[src/rtl/alu_arbiter.sv]
// alu_arbiter: shares one Main_ALU between two requesters.
// Requests arrive on valid/ready channels, and ties are broken round-robin.
// The ALU is driven from registered operands.
// The captured result comes back on a valid/ready response channel,
// tagged with the requester ID and an illegal-opcode error flag.
module alu_arbiter #(
    parameter int WIDTH  = 32,
    parameter int OPW    = 5,
    parameter int MAX_OP = 16
) (
    input  logic             clk,
    input  logic             rst,

    input  logic             r0_valid,
    output logic             r0_ready,
    input  logic [OPW-1:0]   r0_op,
    input  logic [WIDTH-1:0] r0_a,
    input  logic [WIDTH-1:0] r0_b,

    input  logic             r1_valid,
    output logic             r1_ready,
    input  logic [OPW-1:0]   r1_op,
    input  logic [WIDTH-1:0] r1_a,
    input  logic [WIDTH-1:0] r1_b,

    output logic [OPW-1:0]   alu_control,
    output logic [WIDTH-1:0] alu_a,
    output logic [WIDTH-1:0] alu_b,
    input  logic [WIDTH-1:0] alu_out,
    input  logic             alu_flag,

    output logic             rsp_valid,
    input  logic             rsp_ready,
    output logic             rsp_id,
    output logic [WIDTH-1:0] rsp_result,
    output logic             rsp_flag,
    output logic             rsp_err,
    output logic             busy
);

    typedef enum logic [1:0] {
        IDLE  = 2'd0,
        ISSUE = 2'd1,
        RESP  = 2'd2
    } state_t;

    localparam logic [OPW-1:0] MAX_OP_V = OPW'(MAX_OP);

    state_t           state_q, state_d;
    logic             last_id_q, last_id_d;
    logic [OPW-1:0]   alu_control_q, alu_control_d;
    logic [WIDTH-1:0] alu_a_q, alu_a_d;
    logic [WIDTH-1:0] alu_b_q, alu_b_d;
    logic             rsp_valid_q, rsp_valid_d;
    logic             rsp_id_q, rsp_id_d;
    logic [WIDTH-1:0] rsp_result_q, rsp_result_d;
    logic             rsp_flag_q, rsp_flag_d;
    logic             rsp_err_q, rsp_err_d;

    logic             grant;
    logic             any_valid;
    logic             accept;
    logic             op_illegal;

    // Grant selection: a lone requester wins; on a tie, the one that was not served last wins.
    always_comb begin
        grant = 1'b0;
        if (r0_valid && r1_valid) begin
            grant = ~last_id_q;
        end else if (r1_valid) begin
            grant = 1'b1;
        end
    end

    assign any_valid  = r0_valid | r1_valid;
    assign r0_ready   = (state_q == IDLE) && r0_valid && (grant == 1'b0);
    assign r1_ready   = (state_q == IDLE) && r1_valid && (grant == 1'b1);
    assign accept     = (state_q == IDLE) && any_valid;
    assign op_illegal = (alu_control_q > MAX_OP_V);

    // Next-state logic: every register holds its value unless the current state updates it.
    always_comb begin
        state_d       = state_q;
        last_id_d     = last_id_q;
        alu_control_d = alu_control_q;
        alu_a_d       = alu_a_q;
        alu_b_d       = alu_b_q;
        rsp_valid_d   = rsp_valid_q;
        rsp_id_d      = rsp_id_q;
        rsp_result_d  = rsp_result_q;
        rsp_flag_d    = rsp_flag_q;
        rsp_err_d     = rsp_err_q;

        case (state_q)
            IDLE: begin
                if (accept) begin
                    alu_control_d = grant ? r1_op : r0_op;
                    alu_a_d       = grant ? r1_a  : r0_a;
                    alu_b_d       = grant ? r1_b  : r0_b;
                    rsp_id_d      = grant;
                    state_d       = ISSUE;
                end
            end
            ISSUE: begin
                // The ALU has had a full cycle to settle from the registered inputs.
                rsp_err_d    = op_illegal;
                rsp_result_d = op_illegal ? '0   : alu_out;
                rsp_flag_d   = op_illegal ? 1'b0 : alu_flag;
                rsp_valid_d  = 1'b1;
                state_d      = RESP;
            end
            RESP: begin
                if (rsp_ready) begin
                    rsp_valid_d = 1'b0;
                    last_id_d   = rsp_id_q;
                    state_d     = IDLE;
                end
            end
            default: begin
                state_d = IDLE;
            end
        endcase
    end

    // State register with synchronous reset. Reset aborts any in-flight operation.
    always_ff @(posedge clk) begin
        if (rst) begin
            state_q       <= IDLE;
            last_id_q     <= 1'b1;
            alu_control_q <= '0;
            alu_a_q       <= '0;
            alu_b_q       <= '0;
            rsp_valid_q   <= 1'b0;
            rsp_id_q      <= 1'b0;
            rsp_result_q  <= '0;
            rsp_flag_q    <= 1'b0;
            rsp_err_q     <= 1'b0;
        end else begin
            state_q       <= state_d;
            last_id_q     <= last_id_d;
            alu_control_q <= alu_control_d;
            alu_a_q       <= alu_a_d;
            alu_b_q       <= alu_b_d;
            rsp_valid_q   <= rsp_valid_d;
            rsp_id_q      <= rsp_id_d;
            rsp_result_q  <= rsp_result_d;
            rsp_flag_q    <= rsp_flag_d;
            rsp_err_q     <= rsp_err_d;
        end
    end

    assign alu_control = alu_control_q;
    assign alu_a       = alu_a_q;
    assign alu_b       = alu_b_q;
    assign rsp_valid   = rsp_valid_q;
    assign rsp_id      = rsp_id_q;
    assign rsp_result  = rsp_result_q;
    assign rsp_flag    = rsp_flag_q;
    assign rsp_err     = rsp_err_q;
    assign busy        = (state_q != IDLE);

endmodule

[config.mk]
export PLATFORM = sky130hd
export DESIGN_NAME = alu_arbiter
export DESIGN_NICKNAME = d
export VERILOG_FILES = /design/src/rtl/alu_arbiter.sv
export SDC_FILE = /design/constraint.sdc
export NUM_CORES = 1
export LEC_CHECK = 0
export BUFFER_PORTS_ARGS = -buffer_cell sky130_fd_sc_hd__buf_2
export CORE_AREA = 2 2 109 111
export DETAILED_ROUTE_END_ITERATION = 12
export DIE_AREA = 0 0 111 113
export GPL_TIMING_DRIVEN = 0
export PLACE_DENSITY = 0.74
export SYNTH_ARGS = -nofsm -noshare
export SYNTH_HDL_FRONTEND = slang
export SYNTH_SLANG_ARGS = --single-unit
[constraint.sdc]
create_clock -name clk -period 1.6 [get_ports clk]
set_input_delay 0.4 -clock clk [delete_from_list [all_inputs] [get_ports clk]]
set_output_delay 0.4 -clock clk [all_outputs]
set_load 0.1 [all_outputs]
==> summary.txt <==
STA
  – Max Fclk: 567 MHz
  – RSZ-0062 raised after global routing: yes
  – Worst clock skew: 0.0103 ns
  – Slew Viols, Final: 0
  – Min Tclk post-route: 1.76 ns
  – Slew headroom: ~62%
  – Slew @ Worst Pin: ~0.57 ns
  – Hold slack: around 0.25 ns
  – Total Neg Setup Slack: -0.371 ns
  – Setup ws final: -0.163 ns
  – Final-report setup violation count: 3
  – Final hold vios: 0
  – Period utilization: 110%

Synth
  – Ys async rst share: 0%
  – Most instantiated cells after synthesis: 139 x nand2_1, 108 x dfxtp_1, 70 x a21oi_1, 69 x a311oi_1
  – Syn Area/Cell: 8.83 µm²
  – EDFF count, synth: 0
  – Yosys reg bits: 108
  – Cell taking the most area after synthesis: dfxtp_1
  – Yosys cell types: 27
  – Mapped cell area: 0.00438 mm²
  – Cell with the most instances after synthesis: nand2_1
  – Yosys top cell area share: 49.3%
  – Syn nets: 672
  – Syn Inst Count: 496
  – Top_reg_cell synth: dfxtp_1
  – Post-synthesis sequential area ratio: roughly half
  – Synth warn: 0
  – Synth top area cells: dfxtp_1 49%, a311oi_1 14%, nand2_1 12%

Placed design
  – IO buf count: 283
  – DP Wirelength: ~12 mm
  – Placed cells: 922
  – Final Wtd Congestion: between 0.9 and 1
  – Cell Area, Placed: 0.00600 mm²
  – Place WS: -0.575 ns

Outcome
  – Violated checks: negative setup slack
  – Status: complete, but fails checks

Critical path
  – Startpoint Class: register
  – Crit path required time: approximately 1.2 ns
  – Critical Path End Type: output port
  – Critical path arrival: 1.36 ns
  – Path type of the worst setup path: reg2out
  – CP Max Fanout: 3

Finish
  – Share of layout cells above drive strength 1: 45.9%
  – Final net count: 977
  – Design area: 0.00654 mm²
  – Ant. Diodes: 0
  – Area grow syn2layout: 49.3%
  – Post-layout instance count excluding filler cells: approximately 950

Global routing
  – Antenna violations before repair: 0
  – Largest net degree at the start of global routing: 17
  – GRT Overall Usage: 24.8%
  – First-pass GRT wire length: 25.1 mm
  – Grt ovf: 0
  – Vias in the first global route: 4998

Detailed routing
  – DRT iter0 DRCs: 351
  – Vias/cell: roughly 5.3
  – Post-DRT Antenna Nets: 0
  – DR WL/cell: 17.0 µm
  – DR vias: 5062
  – DRT Pass-1 Iters: 5
  – Final WL: 16.1 mm
  – DRC violations left: 0

Power
  – Clock power frac: 25.4%
  – Switch Pwr: 0.00406 W
  – Max VDD drop: approximately 1.1 mV
  – Sw frac: 44.4%
  – Leakage power: 3.23 nW
  – Cell Pwr Density: between 1000 and 1500 mW/mm²
  – Combinational Power Share: 40.3%
  – Internal Power: between 0.005 and 0.006 W
  – Sequential Power Share: about 34%

Clocking
  – Root buffer cell: clkbuf_16
  – Clk_lat worst skew: around 0.36 ns
  – Total CTS buffers: 9
  – CTS tree: yes
  – Bufs on Longest Clock Path: 2
  – Clock transition at the registers of the reported paths: 0.07 ns
  – H-tree depth: 3
  – # hold bufs at CTS: 0
  – Clk sinks: 108

Hold path
  – Type of the tightest min-delay check: in2reg

Die
  – Initial core utilization: 38.9%
  – Die ar.: 0.0125 mm²
  – Die X: 111 µm
  – I/O pins: 284
  – Core area: ~0.011 mm²
  – # rows: 39
  – Die height: roughly 110 µm

Job
  – Max Cap Viol: 0
## routing by layer
layer / global-route usage, % / share of wire [%] / vias to the layer above
met5: 0 / 0 / -
met4: 8.33 / 2.2 / 0
met3: 6.53 / 8.2 / 29
met2: 43.5 / 49 / 271
met1: 29.7 / 40 / 2343
li1: - / - / 2419
## registers in the layout, summed over array words and instances (netlist names)
register / flops
alu_a: 32
alu_b: 32
rsp_result: 32
alu_control: 5
state_q: 2
last_id_q: 1
rsp_err: 1
rsp_flag: 1
rsp_id: 1
rsp_valid: 1
## power groups by stage
| stage | Sequential, W | Clock (W) | Combinational, W |
|---|---|---|---|
| 2_1_floorplan | 0.00519 | 0 | 0.000794 |
| 3_3_place_gp | 0.00319 | 0 | 0.00351 |
| 3_5_place_dp | 0.00320 | 0 | 0.00354 |
| 4_1_cts | 0.00314 | 0.00232 | 0.00363 |
| 5_1_grt | 0.00318 | 0.00243 | 0.00385 |
| 6_report | 0.00314 | 0.00232 | 0.00368 |
## worst paths after layout
path	startpoint	end	slack [ns]	depth (start not counted)
max	last_id_q	r0_ready	-0.16	4
min	alu_out[21]	rsp_result[21]	0.25	2
max reg2reg	state_q[1]	alu_a[28]	0.08	7
min reg2reg	rsp_flag	rsp_flag	0.47	1
## what timing repair did
item	CTS	global route
hold endpoints to repair	0	0
setup buffers	9	3
setup endpoints to repair	72	51
gates resized for setup	23	31
pin swaps	6	7
## critical path, cell delays in order (launching register included)
cell and delay [ns]:
dfxtp_4 0.36, a21bo_4 0.21, buf_6 0.11, and3_4 0.17, buf_12 0.16
## stage by stage
step	total power [W]	util, %
2_1_floorplan	0.00598	-
3_3_place_gp	0.00669	53.2
3_5_place_dp	0.00674	53.2
4_1_cts	0.00909	57.4
5_1_grt	0.00945	58.1
6_report	0.00915	58.1
## layout by cell type (no fill, tap or decap), drive strengths merged, types with 7 or more instances in the layout
cell / netlist / layout
a21oi: 70 / 70
a22o: 34 / 34
a311oi: 69 / 69
buf: 43 / 334
clkbuf: 9 / 24
dfxtp: 108 / 108
nand2: 139 / 139
nor2: 7 / 7
## kinds of logic after synthesis
| family | synth area share, % |
|---|---|
| buffers and inverters | 6.80 |
| and+or+nand+nor | 14.1 |
| muxes | 0.228 |
| AOI/OAI and AO/OA | 29.6 |
| DFF | 49.3 |
## layout make-up
class / count / area [µm²]
Tap cell: 143 / 179
Timing Repair Buffer: 295 / 1580
Fill cell: 1017 / 4730
Multi-Input combinational cell: 334 / 1960
Clock inverter: 4 / 47.5
Sequential cell: 108 / 2180
Inverter: 2 / 13.8
Buffer: 51 / 337
Clock buffer: 12 / 256
(Power assumes the default switching activity.)
